--- src/rtl/microsequencer_pkg.sv ---
// Shared constants for the microsequencer: state encoding and the bit positions
// of the jump-select and flag vectors supplied by the control decoder.
package microsequencer_pkg;

    localparam int STATE_W = 2;
    localparam logic [STATE_W-1:0] ST_RUN  = 2'd0;
    localparam logic [STATE_W-1:0] ST_WAIT = 2'd1;
    localparam logic [STATE_W-1:0] ST_HALT = 2'd2;

    // jsel = {JC, JZ, JGT, JLT}
    localparam int JSEL_W   = 4;
    localparam int JSEL_JC  = 3;
    localparam int JSEL_JZ  = 2;
    localparam int JSEL_JGT = 1;
    localparam int JSEL_JLT = 0;

    // flags = {C, Z, LT}
    localparam int FLAGS_W = 3;
    localparam int FLAG_C  = 2;
    localparam int FLAG_Z  = 1;
    localparam int FLAG_LT = 0;

endpackage

--- src/rtl/microsequencer_if.sv ---
// Decoder/bus side of the microsequencer. The decoder (master) drives the
// per-step control bits; the sequencer (slave) returns pc, t and status.
interface microsequencer_if
    import microsequencer_pkg::*;
#(
    parameter int ADDR_W = 16,
    parameter int T_W    = 3
);
    logic               RT;
    logic               PP;
    logic [JSEL_W-1:0]  jsel;
    logic [FLAGS_W-1:0] flags;
    logic [ADDR_W-1:0]  jaddr;
    logic               wait_req;
    logic               mem_ready;
    logic               hlt;
    logic [ADDR_W-1:0]  pc;
    logic [T_W-1:0]     t;
    logic               jmp_taken;
    logic               stalled;
    logic               halted;

    modport master (
        output RT, PP, jsel, flags, jaddr, wait_req, mem_ready, hlt,
        input  pc, t, jmp_taken, stalled, halted
    );

    modport slave (
        input  RT, PP, jsel, flags, jaddr, wait_req, mem_ready, hlt,
        output pc, t, jmp_taken, stalled, halted
    );
endinterface

--- src/rtl/microsequencer_jump_cond.sv ---
// Combinational jump condition: selected flag tests OR-ed together, masked
// off while the sequencer is halted.
module microsequencer_jump_cond
    import microsequencer_pkg::*;
(
    input  logic               active,
    input  logic [JSEL_W-1:0]  jsel,
    input  logic [FLAGS_W-1:0] flags,
    output logic               jmp_taken
);
    logic gt;

    // GT is derived: neither equal nor less-than
    always_comb begin
        gt        = !flags[FLAG_Z] && !flags[FLAG_LT];
        jmp_taken = active && ((jsel[JSEL_JC]  && flags[FLAG_C])  ||
                               (jsel[JSEL_JZ]  && flags[FLAG_Z])  ||
                               (jsel[JSEL_JGT] && gt)             ||
                               (jsel[JSEL_JLT] && flags[FLAG_LT]));
    end
endmodule

--- src/rtl/microsequencer.sv ---
// Fetch/execute sequencer: program counter, microstep counter and a
// RUN/WAIT/HALT state machine with memory wait states.
module microsequencer
    import microsequencer_pkg::*;
#(
    parameter int                ADDR_W   = 16,
    parameter int                T_W      = 3,
    parameter int                T_MAX    = 7,
    parameter logic [ADDR_W-1:0] RESET_PC = '0
) (
    input  logic               clk,
    input  logic               RST,
    microsequencer_if.slave    bus
);
    localparam logic [T_W-1:0] T_LAST = T_W'(T_MAX);

    logic [STATE_W-1:0] state_q, state_d;
    logic [ADDR_W-1:0]  pc_q, pc_d;
    logic [T_W-1:0]     t_q, t_d;
    logic               stalled_q, stalled_d;
    logic               halted_q, halted_d;
    logic               active;
    logic               jmp_taken;

    assign active = (state_q != ST_HALT);

    microsequencer_jump_cond jump_cond (
        .active    (active),
        .jsel      (bus.jsel),
        .flags     (bus.flags),
        .jmp_taken (jmp_taken)
    );

    // Next state: halt beats stall, stall beats the step; jump beats PP
    always_comb begin
        state_d = state_q;
        pc_d    = pc_q;
        t_d     = t_q;
        if (!active) begin
            state_d = ST_HALT;
        end else if (bus.hlt) begin
            state_d = ST_HALT;
        end else if (bus.wait_req && !bus.mem_ready) begin
            state_d = ST_WAIT;
        end else begin
            state_d = ST_RUN;
            if (jmp_taken)   pc_d = bus.jaddr;
            else if (bus.PP) pc_d = pc_q + ADDR_W'(1);
            t_d = (bus.RT || t_q == T_LAST) ? '0 : t_q + T_W'(1);
        end
        stalled_d = (state_d == ST_WAIT);
        halted_d  = (state_d == ST_HALT);
    end

    // State registers with synchronous reset
    always_ff @(posedge clk) begin
        if (RST) begin
            state_q   <= ST_RUN;
            pc_q      <= RESET_PC;
            t_q       <= '0;
            stalled_q <= 1'b0;
            halted_q  <= 1'b0;
        end else begin
            state_q   <= state_d;
            pc_q      <= pc_d;
            t_q       <= t_d;
            stalled_q <= stalled_d;
            halted_q  <= halted_d;
        end
    end

    assign bus.pc        = pc_q;
    assign bus.t         = t_q;
    assign bus.stalled   = stalled_q;
    assign bus.halted    = halted_q;
    assign bus.jmp_taken = jmp_taken;
endmodule

--- src/flat_wrapper.sv ---
// flat-port wrapper written by rule: the top's interface ports become plain ports
module microsequencer_flat import microsequencer_pkg::*;
#(
    parameter int                ADDR_W   = 16,
    parameter int                T_W      = 3,
    parameter int                T_MAX    = 7,
    parameter logic [ADDR_W-1:0] RESET_PC = '0
)
  (clk, RST, bus_RT, bus_PP, bus_jsel, bus_flags, bus_jaddr, bus_wait_req, bus_mem_ready, bus_hlt, bus_pc, bus_t, bus_jmp_taken, bus_stalled, bus_halted);
  microsequencer_if #(.ADDR_W(ADDR_W), .T_W(T_W)) bus_i ();
  input  logic clk;
  input  logic RST;
  input wire logic [$bits(bus_i.RT)-1:0] bus_RT;
  input wire logic [$bits(bus_i.PP)-1:0] bus_PP;
  input wire logic [$bits(bus_i.jsel)-1:0] bus_jsel;
  input wire logic [$bits(bus_i.flags)-1:0] bus_flags;
  input wire logic [$bits(bus_i.jaddr)-1:0] bus_jaddr;
  input wire logic [$bits(bus_i.wait_req)-1:0] bus_wait_req;
  input wire logic [$bits(bus_i.mem_ready)-1:0] bus_mem_ready;
  input wire logic [$bits(bus_i.hlt)-1:0] bus_hlt;
  output wire logic [$bits(bus_i.pc)-1:0] bus_pc;
  output wire logic [$bits(bus_i.t)-1:0] bus_t;
  output wire logic [$bits(bus_i.jmp_taken)-1:0] bus_jmp_taken;
  output wire logic [$bits(bus_i.stalled)-1:0] bus_stalled;
  output wire logic [$bits(bus_i.halted)-1:0] bus_halted;
  assign bus_i.RT = bus_RT;
  assign bus_i.PP = bus_PP;
  assign bus_i.jsel = bus_jsel;
  assign bus_i.flags = bus_flags;
  assign bus_i.jaddr = bus_jaddr;
  assign bus_i.wait_req = bus_wait_req;
  assign bus_i.mem_ready = bus_mem_ready;
  assign bus_i.hlt = bus_hlt;
  assign bus_pc = bus_i.pc;
  assign bus_t = bus_i.t;
  assign bus_jmp_taken = bus_i.jmp_taken;
  assign bus_stalled = bus_i.stalled;
  assign bus_halted = bus_i.halted;
  microsequencer #(.ADDR_W(ADDR_W), .T_W(T_W), .T_MAX(T_MAX), .RESET_PC(RESET_PC)) u_core (.clk(clk), .RST(RST), .bus(bus_i));
endmodule
--- config.mk ---
export PLATFORM = sky130hd
export DESIGN_NAME = microsequencer_flat
export DESIGN_NICKNAME = d
export VERILOG_FILES = /design/src/rtl/microsequencer_pkg.sv /design/src/rtl/microsequencer_if.sv /design/src/rtl/microsequencer_jump_cond.sv /design/src/rtl/microsequencer.sv /design/src/flat_wrapper.sv
export SDC_FILE = /design/constraint.sdc
export NUM_CORES = 1
export LEC_CHECK = 0
export CORE_MARGIN = 4
export CORE_UTILIZATION = 40
export CTS_CLUSTER_DIAMETER = 40
export DETAILED_ROUTE_END_ITERATION = 16
export GPL_ROUTABILITY_DRIVEN = 0
export GPL_TIMING_DRIVEN = 0
export PLACE_DENSITY = 0.71
export RECOVER_POWER = 25
export SLEW_MARGIN = 20
export SYNTH_ARGS = -nofsm -noshare
export SYNTH_HDL_FRONTEND = slang
export SYNTH_HIERARCHICAL = 1
export SYNTH_SLANG_ARGS = --single-unit
--- constraint.sdc ---
create_clock -name clk -period 2.9 [get_ports clk]
set_clock_uncertainty 0.2 [all_clocks]
set_input_delay 0.58 -clock clk [delete_from_list [all_inputs] [get_ports clk]]
set_output_delay 0.58 -clock clk [all_outputs]
set_load 0.03 [all_outputs]
Word-level counts from Yosys, hierarchy flattened --
Cells that the tools add are included.
Operators by class: $add $sub $neg 2, equal/unequal tests 4, multiplexer cells 6, bitwise gates (word level) 2, reductions and logical operators 17
Operators with widths (count):
- two-way mux 16 bit | 2
- adder 16 x 1 -> 16 bit, second input constant | 1
- logical AND 1 bit | 7
- logical OR 1 bit | 4
- two-way mux 2 bit | 2
- AND reduction 4 bit | 1
- adder 3 x 1 -> 3 bit, second input constant | 1
- == test 3 bit, second input constant | 1
- logical NOT 1 bit | 3
- two-way mux 3 bit | 1
- AND reduction 3 bit | 1
- == test 2 x 1 -> 1 bit, second input constant | 1
- == test 2 bit, second input constant | 1
- != test 2 bit, second input constant | 1
- NOT 1 bit | 2
- nonzero test 2 bit | 1
- two-way mux 1 bit | 1
Storage, ports and cells: register bits 23, output and inout bits 22

Longest topological paths before layout --
Gate-level depths: netlist of run 1.
depth in word-level cells 8, gate-level depth with buffers 11, gate-level depth less buffers 8

By module --
The synthesis of run 1 kept the hierarchy.
Modules (own cells, without submodules):
- microsequencer | instances 1, cells each 168, area each 1322.5 sq um, seq. area each 440.4 sq um
- microsequencer_jump_cond | instances 1, cells each 5, area each 30.0 sq um, seq. area each 0.0 sq um

Least setup slack after synthesis of run 1 --
Ideal clock, no wire load.
path type input to register, start input port bus_flags[0], end register u_core.pc_q[9] (netlist: u_core/bus.pc[9]), library setup time 0.074 ns, arrival 2.864 ns, setup slack -0.238 ns, stages on the path 6, buffers on the path 0, cell sequence or3b_1 -> a31oi_1 -> nor2_1 -> or4_4 -> or4_1 -> a31oi_1
Between the ends: word-level cells in the longest chain between the ends 8
RTL lines:
- start, declared | RTL line flat_wrapper.sv:16 | input wire logic [$bits(bus_i.flags)-1:0] bus_flags;
- logical NOT 1 bit | RTL line microsequencer_jump_cond.sv:15 | gt = !flags[FLAG_Z] && !flags[FLAG_LT];
- logical AND 1 bit | RTL line microsequencer_jump_cond.sv:15
- logical AND 1 bit | RTL line microsequencer_jump_cond.sv:18 | (jsel[JSEL_JGT] && gt) ||
- logical OR 1 bit | RTL line microsequencer_jump_cond.sv:17 | (jsel[JSEL_JZ] && flags[FLAG_Z]) ||
- logical OR 1 bit (*) | RTL line microsequencer_jump_cond.sv:18
- logical AND 1 bit (*) | RTL line microsequencer_jump_cond.sv:16 | jmp_taken = active && ((jsel[JSEL_JC] && flags[FLAG_C]) ||
- named net bus_jmp_taken | RTL line flat_wrapper.sv:23 | output wire logic [$bits(bus_i.jmp_taken)-1:0] bus_jmp_taken;
- nonzero test 2 bit (no line)
- AND reduction 4 bit (no line)
- end signal, assigned | RTL line microsequencer.sv:65 | pc_q <= pc_d;
- end, declared | RTL line microsequencer.sv:18 | logic [ADDR_W-1:0] pc_q, pc_d;
The timed path passes the listed nets; every way through them passes the cells marked *. A chain may end at the register's enable or synchronous reset.

Worst setup path in the final report of run 1 --
start input port bus_jsel[1], end register u_core.pc_q[9] (netlist: u_core/bus.pc[9])
Between the ends: word-level cells in the longest chain between the ends 6
RTL lines:
- start, declared | RTL line flat_wrapper.sv:15 | input wire logic [$bits(bus_i.jsel)-1:0] bus_jsel;
- logical AND 1 bit (*) | RTL line microsequencer_jump_cond.sv:18
- logical OR 1 bit (*) | RTL line microsequencer_jump_cond.sv:17
- logical OR 1 bit (*) | RTL line microsequencer_jump_cond.sv:18
- logical AND 1 bit (*) | RTL line microsequencer_jump_cond.sv:16
- nonzero test 2 bit (no line)
- AND reduction 4 bit (no line)
Every way passes the cells marked *; elsewhere a longest branch is shown, timed or not.

==> impl_metrics.yaml, run 1 <==
place:
  dp_slack_ns: -0.333
  port-buffer-count: 51
  placed_area_um2: 1930
  detailedPlacementHpwl_um: 3120
  placed_cells_incl_taps: 268
synthesis:
  synth.cell_area_um2: 1350
  yosys.area_share.adder_pct: 2.78
  synthCells: 173
  syn_nets: 206
  ys_ff_latch: 22
  synthMuxAreaShare_pct: 2.22
  yosysWarnings: 6
  synth.distinct_cells: 39
  synth_area_per_cell_um2: 7.82
  yosys.area_share.simple_pct: 32.7
  ys_seq_area_share_pct: 32.6
  synth_compound_area_share_pct: 24.7
  synth_edf_count: 0
  ys.flop_type: "dfxtp_1"
  synthXorXnorAreaFrac_pct: 0
  synth_top_family_by_area: "simple AND/OR/NAND/NOR gates"
  async_flop_share_pct: 0
pwr:
  ir_drop_mv: 0.150
  p_total_mw: 0.762
  powerDensity_nw_per_um2: 380
  leakagePower_nw: 0.759
worst_setup_path:
  r2r_start: "u_core/state_q[1]"
  worst-path-max-fanout: 6
  required_ns: 2.94
  rr_worst_depth: 11
  cp_common_cell: "or4_4"
  worstPathArrival_ns: 2.90
  startpoint: "bus_jsel[1]"
  cp_slowest_cell: "or4_4"
  cp-end-kind: "flop"
  reg2reg_to: "u_core/bus.pc[11]"
  cpPeakStageDelay_ns: 0.56
  r2r_setup_slack_ns: 0.43
  crit_path_start_kind: "primary input"
  path_cells: "clkdlybuf4s50_1 -> or3b_4 -> a31oi_4 -> nor2_2 -> or4_4 -> or4_4 -> a31oi_1"
  crit_type: "primary input to flop"
die:
  core_um2: 3150
  io_pins: 52
  die_area_um2: 4380
  placementRows: 20
  die_y_um: 66.2
  die_x_um: 66.2
  start_util_pct: 42.9
sta:
  drv_slew: 0
  tightest_slew_ns: 0.882
  period_share_pct: 98.6
  hold_violations: 0
  finalWorstSetupSlack_ns: 0.0403
  fmax_ghz: 0.350
  slew_headroom_pct: 40.7
  setup_viol: 0
  whs_ns: 0.291
  finalCriticalPeriod_ns: 2.86
outcome:
  status: "finished, final reports clean"
routing:
  ant_nets: 0
  drt_iter0_drc: 115
  viasPerCell: 5.85
  drc_errors: 0
  dr.pass1.iters: 4
  vias: 1602
  wirelength_um: 4180
  detail_route.wl_per_cell_um: 15.2
clock_tree:
  clock-sinks: 22
  insertion_delay_ns: 0.31
  cts_buffer_depth: 2
  h-tree-depth: 1
  clkTransAtPathRegs_ns: 0.13
  cts_root_buf: "clkbuf_4"
  cts_buffers: 3
  tritoncts: "done"
run:
  cap_violations: 0
worst_hold_path:
  holdPathEnd: "u_core/bus.t[2]"
  min_from: "u_core/bus.t[2]"
  hp-class: "flop to flop"
  worstHoldPathCells: 2
finish:
  instances_no_fill: 274
  layout_common_cells: "clkdlybuf4s50_1, dfxtp_1, nor2_1"
  antenna_cells: 0
  area_growth_pct: 48.1
  layout.nets: 264
  drive_gt1_share_pct: 8.70
  layout.cells.most_common: "clkdlybuf4s50_1"
  final_area_um2: 2000
grt:
  grt_pass1_wl_um: 6650
  grt_max_degree: 13
  grt_pass1_vias: 1483
  grt.overflow.total: 0
  antenna_found_initial: 0
  track_usage_pct: 19.0
## per-layer routing
layer | global-route usage (%) | vias to the layer above | share of wire [%] | routed length (um)
li1 | - | 774 | - | -
met1 | 24.0 | 745 | 43 | 1820
met2 | 33.0 | 75 | 48 | 2020
met3 | 3.40 | 8 | 7.5 | 312
met4 | 4.82 | 0 | 0.69 | 29
met5 | 0 | - | 0 | 0
## worst max-delay path by stage
stage / end / slack [ns] / cells past startpoint
floorplan: u_core/bus.pc[9] / 0.1 / 6
global placement: u_core/bus.pc[15] / -0.27 / 8
detailed placement: u_core/bus.pc[15] / -0.33 / 8
CTS: u_core/bus.pc[15] / 0.03 / 8
global route: u_core/bus.pc[9] / -0.02 / 7
finish: u_core/bus.pc[9] / 0.04 / 7
## cell usage after synthesis (2+ instances only)
master    count  area (um2)
mux2i_1       3        30.0
o211ai_1      6        45.0
or3_1         3        18.8
and4_1        3        26.3
a31oi_1       8        50.1
a32oi_1       5        43.8
nor3_1        2        10.0
a41o_1        2        20.0
nand3b_1      2        15.0
nand3_1       9        45.0
nor2_1       17        63.8
o21ai_0       5        25.0
ha_1          3        37.5
or4_1         4        30.0
nand4_1       9        56.3
clkbuf_1     11        41.3
a211oi_1      2        15.0
a22o_1        2        17.5
inv_1         3        11.3
dfxtp_1      22         440
nand2b_1      2        12.5
a21oi_1      11        55.1
o21a_1        2        15.0
nand2_1      15        56.3
and3_1        6        37.5
a21o_1        2        15.0
and2_1        2        12.5
## layout make-up
| type | instances | area (um2) |
|---|---|---|
| plain buffers | 13 | 62.6 |
| multi-input cells | 135 | 868 |
| flip-flops and latches | 22 | 440 |
| repair buffers | 53 | 529 |
| fillers | 294 | 1150 |
| well taps | 44 | 55.1 |
| inverters | 3 | 11.3 |
| clock buffers | 4 | 36.3 |
## power by group
part	switching (mW)	total [mW]	internal, mW
logic	0.128	0.244	0.116
clock network	0.0955	0.172	0.0766
registers	0.0252	0.345	0.320
total	0.249	0.762	0.513
## critical path: cells and delay by family
family	cells	cell delay (ns)
compound gates	2	0.38
simple gates	4	1.50
buf+inv	1	0.44
## repair_timing
item,CTS,global route
buffers inserted,0,2
endpoints found under the hold margin,0,0
gates resized for setup,1,16
hold buffers,0,0
pin swaps,0,4
endpoints found under the setup margin,1,14
## registers in the layout, summed over array words and instances (netlist names)
register,flops
u_core/state_q,2
u_core/bus.t,3
u_core/bus.pc,16
u_core/bus.stalled,1
## through the flow
step	util (%)	setup TNS (ns)
finish	63.5	0
global route	63.5	-0.0237
CTS	62.4	0
detailed placement	61.3	-4.29
global placement	61.3	-3.33
floorplan	-	0
## kinds of logic after synthesis
group           Yosys count
simple gates             80
compound gates           49
flops                    22
buf+inv                  16
mux                       3
fa+ha+maj                 3
(Power assumes the default switching activity.)
==> run 2: changes to the inputs <==
--- a/config.mk
+++ b/config.mk
@@ -11,6 +11,7 @@
 export DETAILED_ROUTE_END_ITERATION = 16
 export GPL_ROUTABILITY_DRIVEN = 0
 export GPL_TIMING_DRIVEN = 0
+export HOLD_SLACK_MARGIN = 0.02
 export PLACE_DENSITY = 0.71
 export RECOVER_POWER = 25
 export SLEW_MARGIN = 20
==> results of run 2 <==
The final DEF is identical to that of run 1; final timing and power are the same.
